$ cat config.mk
export PLATFORM = sky130hd
export DESIGN_NAME = kdf_run_controller_flat
export DESIGN_NICKNAME = d
export VERILOG_FILES = /design/src/rtl/kdf_run_controller_if.sv /design/src/rtl/kdf_run_controller.sv /design/src/flat_wrapper.sv
export SDC_FILE = /design/constraint.sdc
export NUM_CORES = 1
export LEC_CHECK = 0
export BUFFER_PORTS_ARGS = -buffer_cell sky130_fd_sc_hd__buf_2
export CAP_MARGIN = 20
export CORE_AREA = 2 2 212 214
export CTS_CLUSTER_SIZE = 40
export DETAILED_ROUTE_END_ITERATION = 10
export DIE_AREA = 0 0 214 216
export SYNTH_ARGS = -nofsm -noshare
export SYNTH_HDL_FRONTEND = slang
export SYNTH_SLANG_ARGS = --single-unit
$ cat constraint.sdc
create_clock -name clk -period 3 [get_ports clk]
set_clock_uncertainty 0.15 [all_clocks]
set_input_delay 0.15 -clock clk [delete_from_list [all_inputs] [get_ports clk]]
set_output_delay 0.15 -clock clk [all_outputs]
set_load 0.01 [all_outputs]
$ cat src/rtl/kdf_run_controller_if.sv
// Bundle between the autotest harness and the KDF run controller: the vector/start
// request, the KDF core connection, and the result signals reported back.
interface kdf_run_controller_if #(
    parameter int SALT_W  = 64,
    parameter int COUNT_W = 32,
    parameter int PWD_W   = 32,
    parameter int KEY_W   = 128
);
    logic               start_i;
    logic [SALT_W-1:0]  salt_i;
    logic [COUNT_W-1:0] count_i;
    logic [PWD_W-1:0]   password_i;
    logic               uut_end_i;
    logic [KEY_W-1:0]   uut_key_i;

    logic               uut_rst_o;
    logic [SALT_W-1:0]  uut_salt_o;
    logic [COUNT_W-1:0] uut_count_o;
    logic [PWD_W-1:0]   uut_pwd_o;
    logic               busy_o;
    logic               done_o;
    logic               timeout_o;
    logic [KEY_W-1:0]   key_o;
    logic [31:0]        cycles_o;

    modport master (
        output start_i, salt_i, count_i, password_i, uut_end_i, uut_key_i,
        input  uut_rst_o, uut_salt_o, uut_count_o, uut_pwd_o,
        input  busy_o, done_o, timeout_o, key_o, cycles_o
    );

    modport slave (
        input  start_i, salt_i, count_i, password_i, uut_end_i, uut_key_i,
        output uut_rst_o, uut_salt_o, uut_count_o, uut_pwd_o,
        output busy_o, done_o, timeout_o, key_o, cycles_o
    );
endinterface

$ cat src/rtl/kdf_run_controller.sv
// Run sequencer for the KDF core: latches a vector, holds the core in reset, releases
// it, then captures the derived key and run latency, aborting on a cycle timeout.
module kdf_run_controller #(
    parameter int SALT_W     = 64,
    parameter int COUNT_W    = 32,
    parameter int PWD_W      = 32,
    parameter int KEY_W      = 128,
    parameter int RST_CYCLES = 4,
    parameter int TIMEOUT    = 50_000_000
) (
    input logic clk,
    input logic rst,
    kdf_run_controller_if.slave bus
);
    localparam int          RW        = $clog2(RST_CYCLES + 1);
    localparam logic [31:0] TIMEOUT_C = 32'(TIMEOUT);

    typedef enum logic [1:0] {IDLE, RESET_UUT, RUN, DONE} state_t;

    state_t             state_q;
    logic [RW-1:0]      rst_cnt_q;
    logic [31:0]        run_cnt_q;
    logic               uut_rst_q;
    logic               busy_q;
    logic               done_q;
    logic               timeout_q;
    logic [KEY_W-1:0]   key_q;
    logic [31:0]        cycles_q;
    logic [SALT_W-1:0]  salt_q;
    logic [COUNT_W-1:0] count_q;
    logic [PWD_W-1:0]   pwd_q;

    // The run counter is preloaded with 1 so it already reads the 1-based cycle
    // number inside RUN; leaving RUN at TIMEOUT keeps it from ever wrapping.
    always_ff @(posedge clk) begin
        if (rst) begin
            state_q   <= IDLE;
            rst_cnt_q <= '0;
            run_cnt_q <= '0;
            uut_rst_q <= 1'b1;
            busy_q    <= 1'b0;
            done_q    <= 1'b0;
            timeout_q <= 1'b0;
            key_q     <= '0;
            cycles_q  <= '0;
            salt_q    <= '0;
            count_q   <= '0;
            pwd_q     <= '0;
        end else begin
            case (state_q)
                IDLE, DONE: begin
                    if (bus.start_i) begin
                        state_q   <= RESET_UUT;
                        salt_q    <= bus.salt_i;
                        count_q   <= bus.count_i;
                        pwd_q     <= bus.password_i;
                        done_q    <= 1'b0;
                        timeout_q <= 1'b0;
                        key_q     <= '0;
                        cycles_q  <= '0;
                        rst_cnt_q <= RW'(RST_CYCLES - 1);
                        busy_q    <= 1'b1;
                        uut_rst_q <= 1'b1;
                    end
                end
                RESET_UUT: begin
                    if (rst_cnt_q == '0) begin
                        state_q   <= RUN;
                        uut_rst_q <= 1'b0;
                        run_cnt_q <= 32'd1;
                    end else begin
                        rst_cnt_q <= rst_cnt_q - 1'b1;
                    end
                end
                RUN: begin
                    // A core finishing on the very last allowed cycle still counts as success.
                    if (bus.uut_end_i) begin
                        key_q     <= bus.uut_key_i;
                        cycles_q  <= run_cnt_q;
                        done_q    <= 1'b1;
                        busy_q    <= 1'b0;
                        uut_rst_q <= 1'b1;
                        state_q   <= DONE;
                    end else if (run_cnt_q == TIMEOUT_C) begin
                        timeout_q <= 1'b1;
                        done_q    <= 1'b1;
                        key_q     <= '0;
                        cycles_q  <= TIMEOUT_C;
                        busy_q    <= 1'b0;
                        uut_rst_q <= 1'b1;
                        state_q   <= DONE;
                    end else begin
                        run_cnt_q <= run_cnt_q + 32'd1;
                    end
                end
                default: state_q <= IDLE;
            endcase
        end
    end

    assign bus.uut_rst_o   = uut_rst_q;
    assign bus.uut_salt_o  = salt_q;
    assign bus.uut_count_o = count_q;
    assign bus.uut_pwd_o   = pwd_q;
    assign bus.busy_o      = busy_q;
    assign bus.done_o      = done_q;
    assign bus.timeout_o   = timeout_q;
    assign bus.key_o       = key_q;
    assign bus.cycles_o    = cycles_q;
endmodule
$ cat src/flat_wrapper.sv
// flat-port wrapper written by rule: the top's interface ports become plain ports
module kdf_run_controller_flat 
#(
    parameter int SALT_W     = 64,
    parameter int COUNT_W    = 32,
    parameter int PWD_W      = 32,
    parameter int KEY_W      = 128,
    parameter int RST_CYCLES = 4,
    parameter int TIMEOUT    = 50_000_000
)
  (clk, rst, bus_start_i, bus_salt_i, bus_count_i, bus_password_i, bus_uut_end_i, bus_uut_key_i, bus_uut_rst_o, bus_uut_salt_o, bus_uut_count_o, bus_uut_pwd_o, bus_busy_o, bus_done_o, bus_timeout_o, bus_key_o, bus_cycles_o);
  kdf_run_controller_if #(.SALT_W(SALT_W), .COUNT_W(COUNT_W), .PWD_W(PWD_W), .KEY_W(KEY_W)) bus_i ();
  input logic clk;
  input logic rst;
  input wire logic [$bits(bus_i.start_i)-1:0] bus_start_i;
  input wire logic [$bits(bus_i.salt_i)-1:0] bus_salt_i;
  input wire logic [$bits(bus_i.count_i)-1:0] bus_count_i;
  input wire logic [$bits(bus_i.password_i)-1:0] bus_password_i;
  input wire logic [$bits(bus_i.uut_end_i)-1:0] bus_uut_end_i;
  input wire logic [$bits(bus_i.uut_key_i)-1:0] bus_uut_key_i;
  output wire logic [$bits(bus_i.uut_rst_o)-1:0] bus_uut_rst_o;
  output wire logic [$bits(bus_i.uut_salt_o)-1:0] bus_uut_salt_o;
  output wire logic [$bits(bus_i.uut_count_o)-1:0] bus_uut_count_o;
  output wire logic [$bits(bus_i.uut_pwd_o)-1:0] bus_uut_pwd_o;
  output wire logic [$bits(bus_i.busy_o)-1:0] bus_busy_o;
  output wire logic [$bits(bus_i.done_o)-1:0] bus_done_o;
  output wire logic [$bits(bus_i.timeout_o)-1:0] bus_timeout_o;
  output wire logic [$bits(bus_i.key_o)-1:0] bus_key_o;
  output wire logic [$bits(bus_i.cycles_o)-1:0] bus_cycles_o;
  assign bus_i.start_i = bus_start_i;
  assign bus_i.salt_i = bus_salt_i;
  assign bus_i.count_i = bus_count_i;
  assign bus_i.password_i = bus_password_i;
  assign bus_i.uut_end_i = bus_uut_end_i;
  assign bus_i.uut_key_i = bus_uut_key_i;
  assign bus_uut_rst_o = bus_i.uut_rst_o;
  assign bus_uut_salt_o = bus_i.uut_salt_o;
  assign bus_uut_count_o = bus_i.uut_count_o;
  assign bus_uut_pwd_o = bus_i.uut_pwd_o;
  assign bus_busy_o = bus_i.busy_o;
  assign bus_done_o = bus_i.done_o;
  assign bus_timeout_o = bus_i.timeout_o;
  assign bus_key_o = bus_i.key_o;
  assign bus_cycles_o = bus_i.cycles_o;
  kdf_run_controller #(.SALT_W(SALT_W), .COUNT_W(COUNT_W), .PWD_W(PWD_W), .KEY_W(KEY_W), .RST_CYCLES(RST_CYCLES), .TIMEOUT(TIMEOUT)) u_core (.clk(clk), .rst(rst), .bus(bus_i));
endmodule
==> results.py <==
metrics = {
    "synthesis": {
        "ys_ff_latch": 329,
        "synth.most_common_cell": "nand2_1",
        "yosysTopAreaCell": "dfxtp_1",
        "synth_enable_flop_cells": 0,
        "yosysUniqueCellTypes": 54,
        "syn_nets": 1852,
        "syn_inst": 1585,
        "netlist_area_um2": 13800,
        "synth_commonest_cells": "nand2_1, dfxtp_1, nand2b_1",
        "synth.area.top_cells": "dfxtp_1, nand2_1, mux2i_1",
        "ys_seq_area_share_pct": 47.8,
        "synthArstFlopShare_pct": 0,
        "ys_warn_count": 0,
        "synth_area_per_cell_um2": 8.69,
        "synth_top_area_share_pct": 47.8,
        "synth-main-ff-cell": "dfxtp_1",
    },
    "critical_path": {
        "cp_slowest_cell": "dlygate4sd3_1",
        "path_class": "reg -> reg",
        "r2r_cells": 7,
        "critPathMaxStageDelay_ns": 0.57,
        "cp_num_buf_inv": 3,
        "worstPathArrival_ns": 3.09,
        "critPathCaptureType": "register",
        "crit_path_start": "u_core.state_q[0]",
        "critPathCapture": "u_core.bus.uut_pwd_o[2]",
        "rr_endpoint": "u_core.bus.uut_pwd_o[2]",
        "startpoint_type": "register",
        "cp.depth": 7,
        "crit_required_ns": 3.34,
        "r2r-start": "u_core.state_q[0]",
        "r2r_setup_slack_ns": 0.25,
        "critical_path.cell_chain": "inv_1 > ha_1 > nand2_4 > buf_12 > nand2_1 > a21oi_1 > dlygate4sd3_1",
        "crit_family": "buffers and inverters",
        "cp_max_fo": 63,
    },
    "outcome": {
        "status": "finished clean",
    },
    "floorplan": {
        "dieArea_um2": 46200,
        "die_h_um": 216,
        "start_util_pct": 31.4,
        "die_x_um": 214,
        "core_area_um2": 43800,
        "ios": 552,
        "std_cell_rows": 77,
    },
    "power": {
        "p_leak_nw": 9.27,
        "p_per_area_nw_per_um2": 772,
        "ir_drop_mv": 0.612,
    },
    "detailed_routing": {
        "first_pass_iters": 5,
        "wl_per_cell_um": 17.2,
        "num_vias": 14200,
        "drc_errors": 0,
        "first_iter_violations": 949,
        "vias_per_cell": 4.78,
        "ant_nets": 0,
        "wl_um": 51200,
    },
    "clock_network": {
        "post_cts_resize_count": 0,
        "clkTransAtPathRegs_ns": 0.06,
        "htree_levels": 2,
        "tritoncts": "done",
        "cts_root_buf": "clkbuf_16",
        "cts.sinks": 329,
        "cts_setup_buffers": 0,
        "clk_path_buf_depth": 3,
        "clkLatencyLatePin_ns": 0.57,
        "cts_buffers": 39,
    },
    "timing": {
        "drv_slew": 0,
        "rsz0062_at_grt": "false",
        "tns_ns": 0,
        "relSlewSlack_pct": 50.8,
        "setup_violations": 0,
        "timing.final.crit_share_pct": 91.8,
        "worst_pin_slew_ns": 0.737,
        "hold_viol": 0,
        "finalCriticalPeriod_ns": 2.75,
        "fmax_ghz": 0.363,
    },
    "final_layout": {
        "seq_area_um2": 6590,
        "stdcell_count": 2971,
        "fillers": 4069,
        "final_nets": 2612,
        "multiInputGateArea_um2": 6490,
        "drive_gt1_share_pct": 28.3,
        "area_growth_pct": 53.1,
    },
    "global_routing": {
        "grt_pass1_wl_um": 79500,
        "overflow": 0,
        "grt_max_degree": 130,
        "antenna_found_initial": 3,
        "grt_pass1_vias": 14400,
        "grt_use_total_pct": 21.3,
    },
    "placement": {
        "gp_routability_congestion": 0.871,
        "dpl.hpwl_um": 34400,
        "io_buffers": 551,
        "placed_cells": 2635,
    },
    "min_path": {
        "min_path_type": "in -> reg",
        "hold_path_depth": 5,
    },
    "flow_run": {
        "cap_violations": 0,
    },
}
## power by group
part / internal [mW] / switching, mW
Sequential: 4.91 / 0.274
Combinational: 2.52 / 3.48
Clock: 3.14 / 1.96
Total: 10.6 / 5.71
## metal layers
metal / vias up / part of all wire, % / global-route usage (%)
met4: 0 / 4.1 / 10.3
met1: 6614 / 39 / 24.2
met3: 118 / 7.7 / 6.02
met5: - / 0 / 0
li1: 6878 / - / -
met2: 598 / 49 / 36.8
## cells in the final DEF (no fill, tap or decap), types with 9 or more instances in the layout
cell,synthesis,routed
a21oi_1,155,155
a311oi_1,9,9
a31oi_1,21,21
buf_12,0,13
buf_2,8,550
buf_4,5,24
clkbuf_16,0,39
clkbuf_8,0,9
dfxtp_1,329,329
dlygate4sd3_1,0,261
inv_1,11,11
mux2i_1,152,152
nand2_1,425,424
nand2b_1,156,156
nand3_1,23,23
nand4_1,13,13
nor2_1,11,10
nor3_1,9,9
o2111ai_1,12,12
o21ai_0,39,39
or4_1,10,10
## logic make-up (layout without fill, tap and decap cells)
logic type | count (synthesis) | after routing | share of synthesized area [%]
AO/OA/AOI/OAI | 259 | 259 | 10.8
adder cells (fa/ha/maj) | 7 | 7 | 0.636
flip-flops | 329 | 329 | 47.8
multiplexers | 153 | 153 | 11.1
other | 0 | 3 | 0
XOR/XNOR | 1 | 1 | 0.0636
AND/OR/NAND/NOR | 695 | 695 | 24.4
buffers and inverters | 141 | 932 | 5.17
## tightest hold or removal path: stages
cell and delay, ns:
buf_2 0.12, inv_1 0.04, buf_4 0.19, a31oi_1 0.14, a211oi_1 0.06
## flip-flops by register name (all words and copies together), names as in the netlist, 2 cells and up
register,flops
u_core.bus.cycles_o,32
u_core.rst_cnt_q,3
u_core.run_cnt_q,32
u_core.bus.uut_salt_o,64
u_core.bus.uut_count_o,32
u_core.bus.uut_pwd_o,32
u_core.bus.key_o,128
u_core.state_q,2
## layout make-up
cell class                      count  area share, %
Multi-Input combinational cell   1115           30.8
Clock inverter                     18           1.37
Inverter                           11          0.196
Antenna cell                        3         0.0356
Sequential cell                   329           31.2
Timing Repair Buffer              849           27.6
Clock buffer                       54           5.28
Tap cell                          592           3.51
## stage by stage
stage / setup WS (ns) / util [%] / total power, mW / instance area [µm²] / hold slack [ns]
5_1_grt: 0.0337 / 48.1 / 17.1 / 21100 / 0.0812
3_5_place_dp: 0.408 / 38.9 / 11.0 / 17100 / 0.245
2_1_floorplan: 0.864 / - / 9.44 / 13800 / 0.136
3_3_place_gp: 0.510 / 38.9 / 10.9 / 17100 / 0.241
4_1_cts: 0.295 / 48.1 / 16.4 / 21100 / 0.00703
6_report: 0.245 / 48.1 / 16.3 / 21100 / 0.0429
## worst min path at each step
| stage | from | to | slack, ns |
|---|---|---|---|
| 2_1_floorplan | bus_count_i[0] | u_core.bus.uut_count_o[0] | 0.14 |
| 3_3_place_gp | bus_count_i[22] | u_core.bus.uut_count_o[22] | 0.24 |
| 3_5_place_dp | bus_password_i[20] | u_core.bus.uut_pwd_o[20] | 0.25 |
| 4_1_cts | bus_uut_end_i | u_core.bus.timeout_o | 0.007 |
| 5_1_grt | bus_uut_end_i | u_core.run_cnt_q[11] | 0.08 |
| 6_report | bus_uut_end_i | u_core.bus.timeout_o | 0.04 |
## what timing repair did
action / 4_1_cts / 5_1_grt
hold buffers: 261 / 0
endpoints found under the setup margin: 0 / 0
hold endpoints to repair: 259 / 0
No activity file was read; power rests on OpenSTA's default activity.
